File: config.mk
export PLATFORM = sky130hd
export DESIGN_NAME = spi_slave_responder
export DESIGN_NICKNAME = d
export VERILOG_FILES = /design/src/rtl/spi_slave_responder.sv
export SDC_FILE = /design/constraint.sdc
export NUM_CORES = 1
export LEC_CHECK = 0
export CELL_PAD_IN_SITES_DETAIL_PLACEMENT = 1
export CELL_PAD_IN_SITES_GLOBAL_PLACEMENT = 1
export CORE_ASPECT_RATIO = 0.7
export CORE_UTILIZATION = 41
export CTS_CLUSTER_SIZE = 16
export DETAILED_ROUTE_END_ITERATION = 8
export GPL_TIMING_DRIVEN = 0
export PLACE_DENSITY_LB_ADDON = 0.08
export SLEW_MARGIN = 20
export SYNTH_ARGS = -nofsm -noshare
export SYNTH_HDL_FRONTEND = slang
export SYNTH_SLANG_ARGS = --single-unit
File: constraint.sdc
create_clock -name clk_50_i -period 1.9 [get_ports clk_50_i]
set_input_delay 0.475 -clock clk_50_i [delete_from_list [all_inputs] [get_ports clk_50_i]]
set_output_delay 0.475 -clock clk_50_i [all_outputs]
set_load 0.1 [all_outputs]
File: src/rtl/spi_slave_responder.sv
// -----------------------------------------------------------------------------
// spi_slave_responder
//
// SPI mode-0 slave (CPOL=0, CPHA=0, MSB first) that runs entirely on clk_50_i.
// SCK, CSN and MOSI are oversampled through synchronizer chains. Received words
// are presented on a byte-level interface. Host-supplied words, held in a
// one-entry holding register, are shifted back out on MISO. If no word is
// buffered when one is needed, FILL is sent and tx_underrun_o pulses.
//
// Optional feature macro: SPI_SLAVE_BYTE_CNT_EN
//   When defined, adds frame_word_cnt_o, the number of words completed in the
//   current (or most recent) frame. The count saturates at 255.
//
// Ports:
//   clk_50_i          system clock; SCK must be <= clk_50/4
//   rst_i             synchronous active-high reset
//   sck_i             asynchronous SPI clock from the master
//   csn_n_i           asynchronous chip select, active low
//   mosi_i            asynchronous master-out data
//   miso_o            slave-out data
//   miso_oe_o         high while a frame is active
//   rx_data_o         last complete received word
//   rx_valid_o        one-cycle pulse when rx_data_o updates
//   tx_data_i         next word to send
//   tx_load_i         write tx_data_i into the holding register
//   tx_empty_o        holding register is free
//   tx_underrun_o     one-cycle pulse when FILL was loaded instead of data
//   frame_word_cnt_o  (SPI_SLAVE_BYTE_CNT_EN only) words completed in the frame
//
// FSM states:
//   state     | meaning
//   ----------+----------------------------------------------------------
//   ST_IDLE   | chip select inactive; MISO held low, waiting for csn fall
//   ST_ACTIVE | frame in progress; shifting bits on synced SCK edges
// -----------------------------------------------------------------------------
module spi_slave_responder #(
    parameter int               WIDTH       = 8,
    parameter int               SYNC_STAGES = 2,
    parameter logic [WIDTH-1:0] FILL        = 'h0E
) (
    input  logic             clk_50_i,
    input  logic             rst_i,
    input  logic             sck_i,
    input  logic             csn_n_i,
    input  logic             mosi_i,
    output logic             miso_o,
    output logic             miso_oe_o,
    output logic [WIDTH-1:0] rx_data_o,
    output logic             rx_valid_o,
    input  logic [WIDTH-1:0] tx_data_i,
    input  logic             tx_load_i,
    output logic             tx_empty_o,
    output logic             tx_underrun_o
`ifdef SPI_SLAVE_BYTE_CNT_EN
    ,
    output logic [7:0]       frame_word_cnt_o
`endif
);

    localparam int CW = (WIDTH > 2) ? $clog2(WIDTH) : 1;

    typedef enum logic {
        ST_IDLE   = 1'b0,
        ST_ACTIVE = 1'b1
    } state_e;

    // ------------------------------------------------------------------
    // Synchronizers and edge strobes
    // ------------------------------------------------------------------
    logic [SYNC_STAGES-1:0] sck_sync_q, csn_sync_q, mosi_sync_q, flush_q;
    logic sck_d1_q, csn_d1_q, mosi_d1_q;
    logic sck_rise_q, sck_fall_q, csn_fall_q, csn_rise_q;
    logic armed_q;
    logic sck_s, csn_s, mosi_s;

    assign sck_s  = sck_sync_q[SYNC_STAGES-1];
    assign csn_s  = csn_sync_q[SYNC_STAGES-1];
    assign mosi_s = mosi_sync_q[SYNC_STAGES-1];

    // The synchronizers reset to idle levels, so the first real samples can
    // look like a csn fall. armed_q only rises once a genuine high csn has
    // propagated (flush_q tracks that), which also makes a reset mid-frame
    // ignore the remainder of that frame.
    always_ff @(posedge clk_50_i) begin
        if (rst_i) begin
            sck_sync_q  <= '0;
            csn_sync_q  <= '1;
            mosi_sync_q <= '0;
            flush_q     <= '0;
            sck_d1_q    <= 1'b0;
            csn_d1_q    <= 1'b1;
            mosi_d1_q   <= 1'b0;
            sck_rise_q  <= 1'b0;
            sck_fall_q  <= 1'b0;
            csn_fall_q  <= 1'b0;
            csn_rise_q  <= 1'b0;
            armed_q     <= 1'b0;
        end else begin
            sck_sync_q  <= {sck_sync_q[SYNC_STAGES-2:0], sck_i};
            csn_sync_q  <= {csn_sync_q[SYNC_STAGES-2:0], csn_n_i};
            mosi_sync_q <= {mosi_sync_q[SYNC_STAGES-2:0], mosi_i};
            flush_q     <= {flush_q[SYNC_STAGES-2:0], 1'b1};
            sck_d1_q    <= sck_s;
            csn_d1_q    <= csn_s;
            // mosi is delayed alongside the registered strobes so the bit
            // used on a rise is the one sampled together with SCK high.
            mosi_d1_q   <= mosi_s;
            sck_rise_q  <= sck_s & ~sck_d1_q;
            sck_fall_q  <= ~sck_s & sck_d1_q;
            csn_fall_q  <= ~csn_s & csn_d1_q;
            csn_rise_q  <= csn_s & ~csn_d1_q;
            armed_q     <= armed_q | (flush_q[SYNC_STAGES-1] & csn_s);
        end
    end

    // ------------------------------------------------------------------
    // Frame FSM and datapath
    // ------------------------------------------------------------------
    state_e           state_q, state_d;
    logic [CW-1:0]    bit_cnt_q, bit_cnt_d;
    logic             word_done_q, word_done_d;
    logic [WIDTH-1:0] rx_shift_q, rx_shift_d;
    logic [WIDTH-1:0] rx_data_q, rx_data_d;
    logic             rx_valid_q, rx_valid_d;
    logic [WIDTH-1:0] tx_shift_q, tx_shift_d;
    logic [WIDTH-1:0] hold_q, hold_d;
    logic             tx_empty_q, tx_empty_d;
    logic             tx_underrun_q, tx_underrun_d;
    logic             miso_q, miso_d;
    logic             word_load;
    logic             frame_start;
    logic [WIDTH-1:0] rx_word;
`ifdef SPI_SLAVE_BYTE_CNT_EN
    logic [7:0]       word_cnt_q, word_cnt_d;
`endif

    always_ff @(posedge clk_50_i) begin
        if (rst_i) begin
            state_q       <= ST_IDLE;
            bit_cnt_q     <= '0;
            word_done_q   <= 1'b0;
            rx_shift_q    <= '0;
            rx_data_q     <= '0;
            rx_valid_q    <= 1'b0;
            tx_shift_q    <= '0;
            hold_q        <= '0;
            tx_empty_q    <= 1'b1;
            tx_underrun_q <= 1'b0;
            miso_q        <= 1'b0;
`ifdef SPI_SLAVE_BYTE_CNT_EN
            word_cnt_q    <= '0;
`endif
        end else begin
            state_q       <= state_d;
            bit_cnt_q     <= bit_cnt_d;
            word_done_q   <= word_done_d;
            rx_shift_q    <= rx_shift_d;
            rx_data_q     <= rx_data_d;
            rx_valid_q    <= rx_valid_d;
            tx_shift_q    <= tx_shift_d;
            hold_q        <= hold_d;
            tx_empty_q    <= tx_empty_d;
            tx_underrun_q <= tx_underrun_d;
            miso_q        <= miso_d;
`ifdef SPI_SLAVE_BYTE_CNT_EN
            word_cnt_q    <= word_cnt_d;
`endif
        end
    end

    always_comb begin
        state_d       = state_q;
        bit_cnt_d     = bit_cnt_q;
        word_done_d   = word_done_q;
        rx_shift_d    = rx_shift_q;
        rx_data_d     = rx_data_q;
        rx_valid_d    = 1'b0;
        tx_shift_d    = tx_shift_q;
        hold_d        = hold_q;
        tx_empty_d    = tx_empty_q;
        tx_underrun_d = 1'b0;
        miso_d        = miso_q;
        word_load     = 1'b0;
        frame_start   = 1'b0;
        rx_word       = {rx_shift_q[WIDTH-2:0], mosi_d1_q};

        case (state_q)
            ST_IDLE: begin
                miso_d = 1'b0;
                if (csn_fall_q && armed_q) begin
                    state_d     = ST_ACTIVE;
                    bit_cnt_d   = '0;
                    word_done_d = 1'b0;
                    word_load   = 1'b1;
                    frame_start = 1'b1;
                end
            end
            ST_ACTIVE: begin
                // csn rise wins over any SCK edge seen in the same cycle.
                if (csn_rise_q) begin
                    state_d     = ST_IDLE;
                    bit_cnt_d   = '0;
                    word_done_d = 1'b0;
                    miso_d      = 1'b0;
                end else begin
                    if (sck_rise_q) begin
                        rx_shift_d = rx_word;
                        if (bit_cnt_q == CW'(WIDTH-1)) begin
                            rx_data_d   = rx_word;
                            rx_valid_d  = 1'b1;
                            bit_cnt_d   = '0;
                            word_done_d = 1'b1;
                        end else begin
                            bit_cnt_d = bit_cnt_q + CW'(1);
                        end
                    end
                    if (sck_fall_q) begin
                        if (word_done_q) begin
                            word_load   = 1'b1;
                            word_done_d = 1'b0;
                        end else begin
                            tx_shift_d = {tx_shift_q[WIDTH-2:0], 1'b0};
                            miso_d     = tx_shift_q[WIDTH-2];
                        end
                    end
                end
            end
            default: state_d = ST_IDLE;
        endcase

        // A tx_load coinciding with a load of an empty holding register
        // bypasses straight into the shifter.
        if (word_load) begin
            if (!tx_empty_q) begin
                tx_shift_d = hold_q;
                miso_d     = hold_q[WIDTH-1];
                if (tx_load_i) begin
                    hold_d = tx_data_i;
                end else begin
                    tx_empty_d = 1'b1;
                end
            end else if (tx_load_i) begin
                tx_shift_d = tx_data_i;
                miso_d     = tx_data_i[WIDTH-1];
            end else begin
                tx_shift_d    = FILL;
                miso_d        = FILL[WIDTH-1];
                tx_underrun_d = 1'b1;
            end
        end else if (tx_load_i) begin
            hold_d     = tx_data_i;
            tx_empty_d = 1'b0;
        end
    end

`ifdef SPI_SLAVE_BYTE_CNT_EN
    always_comb begin
        word_cnt_d = word_cnt_q;
        if (frame_start) begin
            word_cnt_d = '0;
        end else if (rx_valid_d && (word_cnt_q != 8'hFF)) begin
            word_cnt_d = word_cnt_q + 8'd1;
        end
    end

    assign frame_word_cnt_o = word_cnt_q;
`endif

    assign miso_o        = miso_q;
    assign miso_oe_o     = (state_q == ST_ACTIVE);
    assign rx_data_o     = rx_data_q;
    assign rx_valid_o    = rx_valid_q;
    assign tx_empty_o    = tx_empty_q;
    assign tx_underrun_o = tx_underrun_q;

endmodule

* Word level (Yosys, flattened, before mapping) *
Cells that the tools add are included.

word-level totals
  register bits = 55

operators by class
  add/subtract/negate cells = 1
  eq/ne operators = 8
  mux-type cells = 42
  bitwise operators = 15
  reductions and logical operators = 11

operators with widths
  cell                   number
  $mux W7                7
  $mux W8                3
  $mux W1                23
  $mux W3                4
  $not A1 Y1             9
  $ne A4 B3 Y1 const B   2
  $pmux W1 S2            4
  $reduce_and A4 Y1      2
  $pmux W3 S2            1
  $reduce_bool A2 Y1     3
  $and A1 B1 Y1          5
  $ne A2 B1 Y1 const B   2
  $ne A2 B2 Y1 const B   2
  $reduce_and A2 Y1      2
  $reduce_or A4 Y1       1
  $add A3 B1 Y3 const B  1
  $eq A3 B3 Y1 const B   1
  $ne A3 B3 Y1 const B   1
  $reduce_and A3 Y1      1
  $reduce_or A3 Y1       1
  $logic_and A1 B1 Y1    1
  $or A1 B1 Y1           1

* Depth between registers and ports, before layout *
  depth after elaboration = 7
  depth in mapped cells = 6
  mapped depth without buffers = 5

* Least setup slack after synthesis *
Ideal clock, no wire load.

  kind = register to register
  from = register state_q, in the netlist miso_oe_o
  to = register rx_data_q[0], in the netlist rx_data_o[0]
  arrival time = 1.909 ns
  data required time = 1.768 ns
  setup slack = -0.141 ns
  cell stages (with the launch flop) = 6
  path buffers = 1
  period minus slack after synthesis = 2.041 ns
  cells stage by stage = dfxtp_1 > and3b_2 > buf_2 > nand2_1 > nand2_1 > a21oi_1

on the way
  cells in the longest elaborated chain, start to end = 1

RTL lines
  item                         line  source
  start: declaration           119   state_e state_q, state_d;
  start signal: assignment     154   state_q <= state_d;
  $reduce_and A4 Y1 (no line)  --
  end signal: assignment       158   rx_data_q <= rx_data_d;
  end: declaration             123   logic [WIDTH-1:0] rx_data_q, rx_data_d;

No other way between the ends.
A chain may end at the register's enable or synchronous reset.

* Final worst setup path *
  from = input rst_i
  to = register miso_q, in the netlist miso_o

RTL lines
  item                    line  source
  start: declaration      42    input logic rst_i,
  end signal: assignment  164   miso_q <= miso_d;
  end: declaration        129   logic miso_q, miso_d;

No word-level cell between the ends.

==> results.toml <==
[clock_network]
cts_tree = "built"
cts_setup_buffers = 0
clockRootBuffer = "clkbuf_8"
clock_latency_ps = 300
htreeDepth = 2
clk_pin_slew_ps = 100
cts.sinks = 55
hold_buffers = 0
numCtsBuffers = 5
clockBufferDepth = 2

[sta]
rsz0062_at_grt = "no"
finClkSkew_ps = 4.83
drv_slew = 0
finalCriticalPeriod_ps = 1780
finalHoldViolCount = 0
slew_headroom = 0.630
hold-worst-slack_ps = 418
min_period_over_period = 0.937
tightestPinTransition_ps = 557
fmax_mhz = 561
setup_viol = 0
setup-tns-final_ps = 0

[setup_path]
path_common_cell = "clkbuf_1"
worstSetupStartpointType = "input pin"
cp.required_ps = 2070
rrSetupSlack_ps = 390
path_buf_inv = 3
critPathSlowestCell = "clkdlybuf4s50_1"
reg2reg_from = "miso_oe_o"
path_cells = "clkdlybuf4s50_1 > clkbuf_1 > clkbuf_1 > nor3_1"
cpPeakStageDelay_ps = 520
rr_worst_depth = 5
worstPathMaxFanout = 10
rr_endpoint = "rx_data_o[5]"
path_class = "input pin to register"
path_depth = 4
path_delay_family = "buffers and inverters"
critPathArrivalTime_ps = 1960
critPathCaptureType = "register"

[run_status]
status = "complete, no violations"

[power]
leakage_nw = 0.962
pwr_density_cell_nw_per_um2 = 830
ir_drop_mv = 0.543
finalPower_mw = 2.14

[global_routing]
grt_usage = 0.188
antenna_found_initial = 0
overflow = 0
grt_pass1_wl_mm = 7.53
grt_pass1_vias = 1529
grt_max_degree = 17

[floorplan]
coreArea_um2 = 4860
die_h_um = 61.9
floorplan.die_area_um2 = 5430
die_w_um = 87.6
core.rowCount = 21
ios = 27
initial_utilization = 0.433

[drt]
dr.pass1.iters = 4
drc_errors = 0
wl_mm = 4.44
ant_nets = 0
routedWlPerCell_um = 13.4
avgViaCountPerCell = 4.87
drt_iter0_drc = 48
vias = 1618

[placement]
io_buffer_count = 25
dpl.cell_count = 324
gp_congestion = 0.715
hpwl_mm = 3.30

[synthesis]
synth.ff_latch_count = 55
synth_cells = 230
avgSynthCellArea_um2 = 9.15
ys.warnings.count = 0
yosysSeqAreaShare = 0.523
yosysUniqueCellTypes = 35
synthesis.nets = 246
synth_area_um2 = 2100

[min_path]
hold_depth = 1
hold_class = "register to register"
hp-start = "sck_d1_q"
whs_endpoint = "sck_rise_q"

[final_layout]
area_growth_pct = 22.5
fin_cells = 332
antenna_cells = 0
drive_gt1_frac = 0.141
nets = 278

[flow_run]
cap_violations = 0
[metrics by stage]
step	util	area [µm²]	worst slack, ps
6_report	0.530	2580	119
5_1_grt	0.530	2580	21.4
4_1_cts	0.530	2580	117
3_5_place_dp	0.503	2440	-214
3_3_place_gp	0.503	2440	-206
2_1_floorplan	-	2110	237
[worst reg2reg max path, delay by kind of cell, from the launching register on]
| kind | cells | cell delay, ps |
|---|---|---|
| AOI/OAI and AO/OA | 1 | 70 |
| buffers and inverters | 1 | 280 |
| and+or+nand+nor | 3 | 630 |
| DFF | 1 | 410 |
[cell usage after synthesis (all sizes together)]
master	count	area (µm²)
a211oi	2	15.0
a31oi	2	12.5
and4	1	8.76
nor3b	1	7.51
nor3	3	15.0
nand2b	2	20.0
and2	2	13.8
a311oi	1	8.76
a21o	1	8.76
and3	1	6.26
buf	5	30.0
nand3	5	25.0
and3b	1	10.0
nor2	21	78.8
or2	4	25.0
ha	2	25.0
mux2i	21	210
a22oi	2	15.0
nand2	38	143
o211ai	2	15.0
nand3b	2	15.0
o21ai	10	61.3
nor2b	8	50.1
o22ai	3	18.8
a2bb2oi	1	8.76
a21oi	14	81.3
inv	12	45.0
clkbuf	8	30.0
dfxtp	55	1100
[power by group]
part           total (mW)  switching [mW]  internal [mW]  leakage [nW]
Clock               0.802           0.375          0.427        0.0612
Sequential           1.19          0.0129           1.18         0.448
Combinational       0.144          0.0852         0.0592         0.453
[metal layers]
metal | vias to the layer above | track usage | share of wire
met5 | - | 0 | 0
met3 | 7 | 0.0476 | 0.032
met1 | 767 | 0.274 | 0.55
met2 | 23 | 0.271 | 0.40
met4 | 0 | 0.0632 | 0.012
li1 | 821 | - | -
[cell type report]
| type | instances | area [µm²] |
|---|---|---|
| fillers | 562 | 2280 |
| flip-flops and latches | 55 | 1100 |
| well taps | 69 | 86.3 |
| clock inverters | 2 | 35.0 |
| clock buffers | 6 | 82.6 |
| inverters | 12 | 45.0 |
| plain buffers | 13 | 60.1 |
| multi-input cells | 150 | 898 |
| repair buffers | 25 | 267 |
[repair_timing]
item                                    in CTS  in global routing
endpoints found under the setup margin      13                  0
resized for setup                           39                  0
hold endpoints to repair                     0                  0
[registers in the layout, summed over array words and instances (netlist names), 2 cells and up]
register     count
hold_q           8
rx_data_o        8
rx_shift_q       7
tx_shift_q       7
bit_cnt_q        3
csn_sync_q       2
flush_q          2
mosi_sync_q      2
sck_sync_q       2
[cell usage in the layout, fill, tap and decap left out, drive strengths merged]
cell type      synthesis  final
a311oi                 1      1
and4                   1      1
and3b                  1      1
clkdlybuf4s15          0     13
or2                    4      4
nand3                  5      5
inv                   12     12
dfxtp                 55     55
mux2i                 21     21
a211oi                 2      2
o211ai                 2      2
and2                   2      2
clkbuf                 8     14
bufinv                 0      1
nand2b                 2      2
nand3b                 2      2
ha                     2      2
clkinv                 0      1
nor2                  21     21
o22ai                  3      3
nor3b                  1      1
nand2                 38     38
buf                    5      5
a22oi                  2      2
nor2b                  8      8
a31oi                  2      2
nor3                   3      3
o21ai                 10     10
and3                   1      1
a2bb2oi                1      1
a21o                   1      1
clkdlybuf4s50          0     12
a21oi                 14     14
[worst max path at each step]
| stage | startpoint | slack [ps] | to |
|---|---|---|---|
| after global placement | rst_i | -210 | miso_o |
| after detailed placement | rst_i | -210 | miso_o |
| after CTS | miso_oe_o | 120 | miso_oe_o |
| after global routing | rst_i | 20 | miso_o |
| after floorplan | miso_oe_o | 240 | rx_data_o[0] |
| final | rst_i | 120 | miso_o |
[cell families after synthesis]
| kind of cell | after synthesis | share of synthesized area |
|---|---|---|
| compound gates | 38 | 0.117 |
| mux | 21 | 0.0999 |
| buf+inv | 25 | 0.0499 |
| simple gates | 89 | 0.199 |
| fa+ha+maj | 2 | 0.0119 |
| flops | 55 | 0.523 |
No activity file was read; power rests on OpenSTA's default activity.
